===== src/rtl/fsmc_pkg.sv =====
// Shared definitions for the FSMC channel bridge.
//   fsmc_state_t : bus-transaction FSM states
//   WIN_*        : default window codes of each FPGA address window
package fsmc_pkg;

    typedef enum logic [2:0] {
        ST_IDLE,
        ST_ADDR,
        ST_ARMED,
        ST_WRITE,
        ST_READ,
        ST_MISS
    } fsmc_state_t;

    localparam logic [3:0] WIN_DDS    = 4'b1010;
    localparam logic [3:0] WIN_BUF    = 4'b1110;
    localparam logic [3:0] WIN_STATUS = 4'b1111;

endpackage


===== src/rtl/fsmc_sync.sv =====
// Multi-flop synchroniser for one active-low FSMC strobe plus edge detector.
//   CLK, RST_N : clock, asynchronous active-low reset
//   raw        : asynchronous strobe from the pad
//   level      : synchronised strobe
//   rise, fall : single-cycle edge flags of the synchronised strobe
// The chain resets to the idle (high) level so that leaving reset while the
// bus is quiet never produces a spurious edge.
module fsmc_sync #(
    parameter int   STAGES  = 2,
    parameter logic RST_VAL = 1'b1
) (
    input  logic CLK,
    input  logic RST_N,
    input  logic raw,
    output logic level,
    output logic rise,
    output logic fall
);

    logic [STAGES-1:0] sync_reg;
    logic              prev_reg;

    always_ff @(posedge CLK or negedge RST_N) begin
        if (!RST_N) begin
            sync_reg <= {STAGES{RST_VAL}};
            prev_reg <= RST_VAL;
        end else begin
            sync_reg <= {sync_reg[STAGES-2:0], raw};
            prev_reg <= sync_reg[STAGES-1];
        end
    end

    assign level = sync_reg[STAGES-1];
    assign rise  = level & ~prev_reg;
    assign fall  = ~level & prev_reg;

endmodule


===== src/rtl/fsmc_chan_bridge.sv =====
// Synchronous slave for the STM32 FSMC multiplexed address/data bus.
//   CLK, RST_N          : clock, asynchronous active-low reset
//   NE/NADV/NOE/NWE     : raw active-low bus strobes
//   A_HI, AD_IN         : upper address pins and AD pad input
//   AD_OUT, AD_OE       : AD pad output data and output enable
//   WR_*                : one-cycle write strobe with channel/register/data,
//                         WR_TOGGLE flips per channel on each write
//   RD_REQ/RD_CH/RD_REG : one-cycle read request to the fabric
//   RD_ACK, RD_DATA     : fabric read response
//   RD_LATE             : sticky, a read ended before the fabric answered
module fsmc_chan_bridge
    import fsmc_pkg::*;
#(
    parameter int                  ADDR_W      = 19,
    parameter int                  DATA_W      = 16,
    parameter int                  WIN_BITS    = 4,
    parameter logic [WIN_BITS-1:0] WIN_ID      = WIN_DDS,
    parameter int                  CH_BITS     = 2,
    parameter int                  REG_BITS    = 8,
    parameter int                  SYNC_STAGES = 2
) (
    input  logic                       CLK,
    input  logic                       RST_N,
    input  logic                       NE,
    input  logic                       NADV,
    input  logic                       NOE,
    input  logic                       NWE,
    input  logic [ADDR_W-DATA_W-1:0]   A_HI,
    input  logic [DATA_W-1:0]          AD_IN,
    output logic [DATA_W-1:0]          AD_OUT,
    output logic                       AD_OE,
    output logic                       WR_VALID,
    output logic [CH_BITS-1:0]         WR_CH,
    output logic [REG_BITS-1:0]        WR_REG,
    output logic [DATA_W-1:0]          WR_DATA,
    output logic [(1<<CH_BITS)-1:0]    WR_TOGGLE,
    output logic                       RD_REQ,
    output logic [CH_BITS-1:0]         RD_CH,
    output logic [REG_BITS-1:0]        RD_REG,
    input  logic                       RD_ACK,
    input  logic [DATA_W-1:0]          RD_DATA,
    output logic                       RD_LATE
);

    localparam int NUM_CH = 1 << CH_BITS;

    // Strobe index: 0 NE, 1 NADV, 2 NOE, 3 NWE
    logic [3:0] strobe_raw;
    logic [3:0] strobe_lvl;
    logic [3:0] strobe_rise;
    logic [3:0] strobe_fall;

    assign strobe_raw = {NWE, NOE, NADV, NE};

    genvar gi;
    generate
        for (gi = 0; gi < 4; gi++) begin : g_sync
            fsmc_sync #(
                .STAGES  (SYNC_STAGES),
                .RST_VAL (1'b1)
            ) u_sync (
                .CLK   (CLK),
                .RST_N (RST_N),
                .raw   (strobe_raw[gi]),
                .level (strobe_lvl[gi]),
                .rise  (strobe_rise[gi]),
                .fall  (strobe_fall[gi])
            );
        end
    endgenerate

    logic ne_lvl, ne_rise, ne_fall, nadv_rise, noe_rise, noe_fall, nwe_rise, nwe_fall;
    assign ne_lvl    = strobe_lvl[0];
    assign ne_rise   = strobe_rise[0];
    assign ne_fall   = strobe_fall[0];
    assign nadv_rise = strobe_rise[1];
    assign noe_rise  = strobe_rise[2];
    assign noe_fall  = strobe_fall[2];
    assign nwe_rise  = strobe_rise[3];
    assign nwe_fall  = strobe_fall[3];

    // Address/data delay line of the same depth as the strobe synchronisers,
    // so the oldest entry is exactly the bus value seen with the edge flags.
    logic [SYNC_STAGES-1:0][ADDR_W-1:0] bus_dly_reg;
    logic [ADDR_W-1:0]                  bus_aligned;

    always_ff @(posedge CLK or negedge RST_N) begin
        if (!RST_N) begin
            bus_dly_reg <= '0;
        end else begin
            bus_dly_reg <= {bus_dly_reg[SYNC_STAGES-2:0], {A_HI, AD_IN}};
        end
    end

    assign bus_aligned = bus_dly_reg[SYNC_STAGES-1];

    // Address latch and decode. The window hit is taken from the value being
    // latched so the FSM can branch in the same cycle as the capture.
    logic [ADDR_W-1:0]   addr_reg;
    logic                cap_hit;
    logic [CH_BITS-1:0]  addr_ch;
    logic [REG_BITS-1:0] addr_idx;

    always_ff @(posedge CLK or negedge RST_N) begin
        if (!RST_N) begin
            addr_reg <= '0;
        end else if (nadv_rise && !ne_lvl) begin
            addr_reg <= bus_aligned;
        end
    end

    assign cap_hit  = (bus_aligned[ADDR_W-1 -: WIN_BITS] == WIN_ID);
    assign addr_ch  = addr_reg[REG_BITS +: CH_BITS];
    assign addr_idx = addr_reg[REG_BITS-1:0];

    logic unused_bits;
    assign unused_bits = ^{strobe_lvl[3:1], strobe_fall[1], addr_reg[ADDR_W-1:REG_BITS+CH_BITS]};

    // FSM and output registers
    fsmc_state_t         state_reg,     state_next;
    logic [DATA_W-1:0]   ad_out_reg,    ad_out_next;
    logic                ad_oe_reg,     ad_oe_next;
    logic                wr_valid_reg,  wr_valid_next;
    logic [CH_BITS-1:0]  wr_ch_reg,     wr_ch_next;
    logic [REG_BITS-1:0] wr_idx_reg,    wr_idx_next;
    logic [DATA_W-1:0]   wr_data_reg,   wr_data_next;
    logic [NUM_CH-1:0]   wr_toggle_reg, wr_toggle_next;
    logic                rd_req_reg,    rd_req_next;
    logic [CH_BITS-1:0]  rd_ch_reg,     rd_ch_next;
    logic [REG_BITS-1:0] rd_idx_reg,    rd_idx_next;
    logic                rd_late_reg,   rd_late_next;
    logic                ack_seen_reg,  ack_seen_next;

    always_ff @(posedge CLK or negedge RST_N) begin
        if (!RST_N) begin
            state_reg     <= ST_IDLE;
            ad_out_reg    <= '0;
            ad_oe_reg     <= 1'b0;
            wr_valid_reg  <= 1'b0;
            wr_ch_reg     <= '0;
            wr_idx_reg    <= '0;
            wr_data_reg   <= '0;
            wr_toggle_reg <= '0;
            rd_req_reg    <= 1'b0;
            rd_ch_reg     <= '0;
            rd_idx_reg    <= '0;
            rd_late_reg   <= 1'b0;
            ack_seen_reg  <= 1'b0;
        end else begin
            state_reg     <= state_next;
            ad_out_reg    <= ad_out_next;
            ad_oe_reg     <= ad_oe_next;
            wr_valid_reg  <= wr_valid_next;
            wr_ch_reg     <= wr_ch_next;
            wr_idx_reg    <= wr_idx_next;
            wr_data_reg   <= wr_data_next;
            wr_toggle_reg <= wr_toggle_next;
            rd_req_reg    <= rd_req_next;
            rd_ch_reg     <= rd_ch_next;
            rd_idx_reg    <= rd_idx_next;
            rd_late_reg   <= rd_late_next;
            ack_seen_reg  <= ack_seen_next;
        end
    end

    always_comb begin
        state_next     = state_reg;
        ad_out_next    = ad_out_reg;
        ad_oe_next     = ad_oe_reg;
        wr_valid_next  = 1'b0;
        wr_ch_next     = wr_ch_reg;
        wr_idx_next    = wr_idx_reg;
        wr_data_next   = wr_data_reg;
        wr_toggle_next = wr_toggle_reg;
        rd_req_next    = 1'b0;
        rd_ch_next     = rd_ch_reg;
        rd_idx_next    = rd_idx_reg;
        rd_late_next   = rd_late_reg;
        ack_seen_next  = ack_seen_reg;

        if (ne_rise) begin
            // Chip-select release aborts whatever is in flight.
            state_next  = ST_IDLE;
            ad_oe_next  = 1'b0;
            ad_out_next = '0;
        end else begin
            case (state_reg)
                ST_IDLE: begin
                    if (ne_fall) state_next = ST_ADDR;
                end
                ST_ADDR: begin
                    if (nadv_rise) state_next = cap_hit ? ST_ARMED : ST_MISS;
                end
                ST_ARMED: begin
                    // Write wins if both strobes fall together.
                    if (nwe_fall) begin
                        state_next = ST_WRITE;
                    end else if (noe_fall) begin
                        state_next    = ST_READ;
                        rd_req_next   = 1'b1;
                        rd_ch_next    = addr_ch;
                        rd_idx_next   = addr_idx;
                        ad_oe_next    = 1'b1;
                        ad_out_next   = '0;
                        ack_seen_next = 1'b0;
                    end
                end
                ST_WRITE: begin
                    if (nwe_rise) begin
                        state_next              = ST_IDLE;
                        wr_valid_next           = 1'b1;
                        wr_ch_next              = addr_ch;
                        wr_idx_next             = addr_idx;
                        wr_data_next            = bus_aligned[DATA_W-1:0];
                        wr_toggle_next[addr_ch] = ~wr_toggle_reg[addr_ch];
                    end
                end
                ST_READ: begin
                    if (noe_rise) begin
                        state_next  = ST_IDLE;
                        ad_oe_next  = 1'b0;
                        ad_out_next = '0;
                        if (!ack_seen_reg) rd_late_next = 1'b1;
                    end else if (RD_ACK && !ack_seen_reg) begin
                        ad_out_next   = RD_DATA;
                        ack_seen_next = 1'b1;
                    end
                end
                ST_MISS: begin
                    // Foreign window: wait for chip-select release.
                end
                default: state_next = ST_IDLE;
            endcase
        end
    end

    assign AD_OUT    = ad_out_reg;
    assign AD_OE     = ad_oe_reg;
    assign WR_VALID  = wr_valid_reg;
    assign WR_CH     = wr_ch_reg;
    assign WR_REG    = wr_idx_reg;
    assign WR_DATA   = wr_data_reg;
    assign WR_TOGGLE = wr_toggle_reg;
    assign RD_REQ    = rd_req_reg;
    assign RD_CH     = rd_ch_reg;
    assign RD_REG    = rd_idx_reg;
    assign RD_LATE   = rd_late_reg;

endmodule


===== config.mk =====
export PLATFORM = sky130hd
export DESIGN_NAME = fsmc_chan_bridge
export DESIGN_NICKNAME = d
export VERILOG_FILES = /design/src/rtl/fsmc_pkg.sv /design/src/rtl/fsmc_sync.sv /design/src/rtl/fsmc_chan_bridge.sv
export SDC_FILE = /design/constraint.sdc
export NUM_CORES = 1
export LEC_CHECK = 0
export CAP_MARGIN = 25
export CORE_MARGIN = 2
export CORE_UTILIZATION = 44
export DETAILED_ROUTE_END_ITERATION = 8
export PLACE_DENSITY = 0.87
export SLEW_MARGIN = 40
export SYNTH_ARGS = -nofsm -noshare
export SYNTH_HDL_FRONTEND = slang
export SYNTH_SLANG_ARGS = --single-unit

===== constraint.sdc =====
create_clock -name CLK -period 2.1 [get_ports CLK]
set_clock_uncertainty 0.1 [all_clocks]
set_input_delay 0.63 -clock CLK [delete_from_list [all_inputs] [get_ports CLK]]
set_output_delay 0.63 -clock CLK [all_outputs]
set_load 0.01 [all_outputs]

==> results <==
## cell families after synthesis
family	after synthesis	synth area share
muxes	23	0.0612
buffers and inverters	13	0.0136
DFF	124	0.737
xor gates and xnor gates	4	0.00828
AOI/OAI and AO/OA	26	0.0541
and+or+nand+nor	115	0.126
## worst min-delay path by stage
stage	start	end	slack [ps]	depth (start not counted)
after CTS	RST_N	WR_DATA[6]$_DFFE_PN0P_	0.6	2
after global routing	RST_N	addr_reg[8]$_DFFE_PN0P_	2	2
after detailed placement	bus_dly_reg[14]$_DFF_PN0_	bus_aligned[14]$_DFF_PN0_	230	0
final	RST_N	addr_reg[8]$_DFFE_PN0P_	20	2
after global placement	bus_dly_reg[7]$_DFF_PN0_	bus_aligned[7]$_DFF_PN0_	230	0
after floorplan	RST_N	AD_OE$_DFFE_PN0P_	230	0
## Yosys cell counts, drive strengths merged
cell type / instances
dfrtp: 112
nand2: 81
mux2: 23
a22o: 16
dfstp: 12
buf: 8
nand2b: 7
nor2: 6
nor2b: 6
nor3b: 6
inv: 3
nand3: 3
a21oi: 2
a22oi: 2
clkbuf: 2
or4: 2
xnor2: 2
xor2: 2
a21o: 1
a221oi: 1
a2bb2oi: 1
a31o: 1
and3b: 1
nor3: 1
nor4bb: 1
o2111ai: 1
o22a: 1
or3b: 1
## cells in the final DEF (no fill, tap or decap), types with 6 or more instances in the layout
cell,Yosys,final
a22o_1,16,16
buf_4,0,11
clkbuf_16,0,16
clkdlybuf4s50_1,0,40
dfrtp_1,112,111
dfstp_2,12,12
dlygate4sd2_1,0,60
mux2_1,13,12
mux2_2,10,10
nand2_1,81,81
nand2b_1,7,6
nor2b_1,6,6
## layout make-up
| class | instances | area (um^2) |
|---|---|---|
| inverter | 3 | 11.3 |
| sequential | 124 | 3120 |
| clock inverter | 13 | 143 |
| timing repair buffer | 116 | 1110 |
| fill | 724 | 3200 |
| tap | 129 | 161 |
| multi-input combinational | 168 | 1100 |
| clock buffer | 19 | 442 |
## critical path, cell delays in order (launching register included)
cell and delay, ps:
dfstp_2 540, nand2b_4 140, nand2b_1 130, or4_4 570, o2111ai_4 110, mux2_1 350
## power by group
part | internal, uW | leakage, uW | total (uW) | switching [uW]
logic | 476 | 0.00130 | 898 | 422
registers | 2680 | 0.00157 | 2890 | 205
clock network | 1750 | 0.000284 | 2810 | 1050
## routing by layer
layer | up-vias | global-route usage | share of wire
met5 | - | 0 | 0
met4 | 0 | 0.0687 | 0.012
met3 | 11 | 0.0787 | 0.075
met2 | 111 | 0.297 | 0.49
met1 | 1342 | 0.225 | 0.42
li1 | 1271 | - | -
## stage by stage
stage / hold slack (ps) / instance area [um^2] / setup TNS, ps / worst slack [ps] / util
after global placement: 231 / 5540 / 0 / 120 / 0.596
after floorplan: 231 / 4230 / 0 / 157 / -
after global routing: 1.86 / 6080 / -58.7 / -34.5 / 0.655
after detailed placement: 235 / 5540 / 0 / 24.7 / 0.596
final: 15.6 / 6080 / 0 / 18.3 / 0.655
after CTS: 0.588 / 6050 / 0 / 59.4 / 0.652
## repair_timing
| item | in CTS | in global routing |
|---|---|---|
| gates resized for setup | 61 | 7 |
| setup endpoints to repair | 61 | 5 |
| hold buffers | 0 | 0 |
==> flow_metrics.env <==
export IMPL_dr_pass1_iters=5
export IMPL_hold_viol=0
export IMPL_die_x_um=102
export IMPL_ios=102
export IMPL_critPathCaptureType="register"
export IMPL_cts_buffer_depth=2
export IMPL_rr_endpoint="state_reg[2]$_DFFE_PN0P_"
export IMPL_slew_headroom=0.752
export IMPL_dp_hpwl_mm=5.95
export IMPL_drv_cap=0
export IMPL_finalSetupViolCount=0
export IMPL_ys_seq_area_frac=0.737
export IMPL_yosys_cell_types_count=33
export IMPL_die_h_um=102
export IMPL_dieArea_um2=10400
export IMPL_drt_iter0_drc=138
export IMPL_cp_endpoint="state_reg[2]$_DFFE_PN0P_"
export IMPL_r2r_start="g_sync[0].u_sync.prev_reg$_DFF_PN1_"
export IMPL_wl_mm=8.95
export IMPL_clk_pin_slew_ps=60
export IMPL_r2r_cells=5
export IMPL_totalPowerFinal_uw=6590
export IMPL_grt_pass1_vias=2976
export IMPL_ir_drop_v=0.000539
export IMPL_grt_usage=0.185
export IMPL_hp_class="in -> async"
export IMPL_syn_inst=305
export IMPL_post_cts_setup_buffers=0
export IMPL_clkSinkCount=124
export IMPL_synth_top_area_cell="dfrtp_1"
export IMPL_ant_nets=0
export IMPL_cts_root_buf="clkbuf_8"
export IMPL_numPlacedInstances=540
export IMPL_cts_tree="built"
export IMPL_gp_congestion=0.795
export IMPL_crit_arrival_ps=2360
export IMPL_power_leakage_uw=0.00315
export IMPL_stdcell_count=572
export IMPL_worstSetupStartpoint="g_sync[0].u_sync.prev_reg$_DFF_PN1_"
export IMPL_crit_path_start_kind="register"
export IMPL_syn_to_final_growth_pct=43.8
export IMPL_ys_seq_elements=124
export IMPL_slew_violations=0
export IMPL_antenna_cells=0
export IMPL_fmax_mhz=480
export IMPL_synth_area_leaders="dfrtp_1 (66%), dfstp_2 (7.5%), nand2_1 (7.2%)"
export IMPL_tightest_slew_ps=366
export IMPL_crit_fanout=5
export IMPL_start_util=0.456
export IMPL_antenna_found_initial=1
export IMPL_io_buffers=101
export IMPL_coreArea_um2=9280
export IMPL_drt_vias_per_instance=4.78
export IMPL_yosysTopAreaCellShare=0.662
export IMPL_timing_final_crit_period_ps=2080
export IMPL_route_vias_total=2735
export IMPL_insertion_delay_ps=510
export IMPL_grt_max_degree=50
export IMPL_drcViolationCount=0
export IMPL_nets=472
export IMPL_yosys_warnings=0
export IMPL_routedWlPerCell_um=15.6
export IMPL_grt_first_pass_wirelength_mm=14.4
export IMPL_status="finished clean"
export IMPL_postSynthNetCount=347
export IMPL_critPathKind="reg -> reg"
export IMPL_overflow=0
export IMPL_cts_buffers_inserted=17
export IMPL_fin_crit_sh=0.991
export IMPL_layout_drive_gt1_share=0.192
export IMPL_power_density_nw_per_um2=1080
export IMPL_regToRegSetupSlack_ps=20
export IMPL_syn_cell_area_um2=4230
export IMPL_syn_avg_cell_area_um2=13.9
export IMPL_crit_required_ps=2380
export IMPL_rows=35
export IMPL_htree_levels=4
No activity file was read; power rests on OpenSTA's default activity.
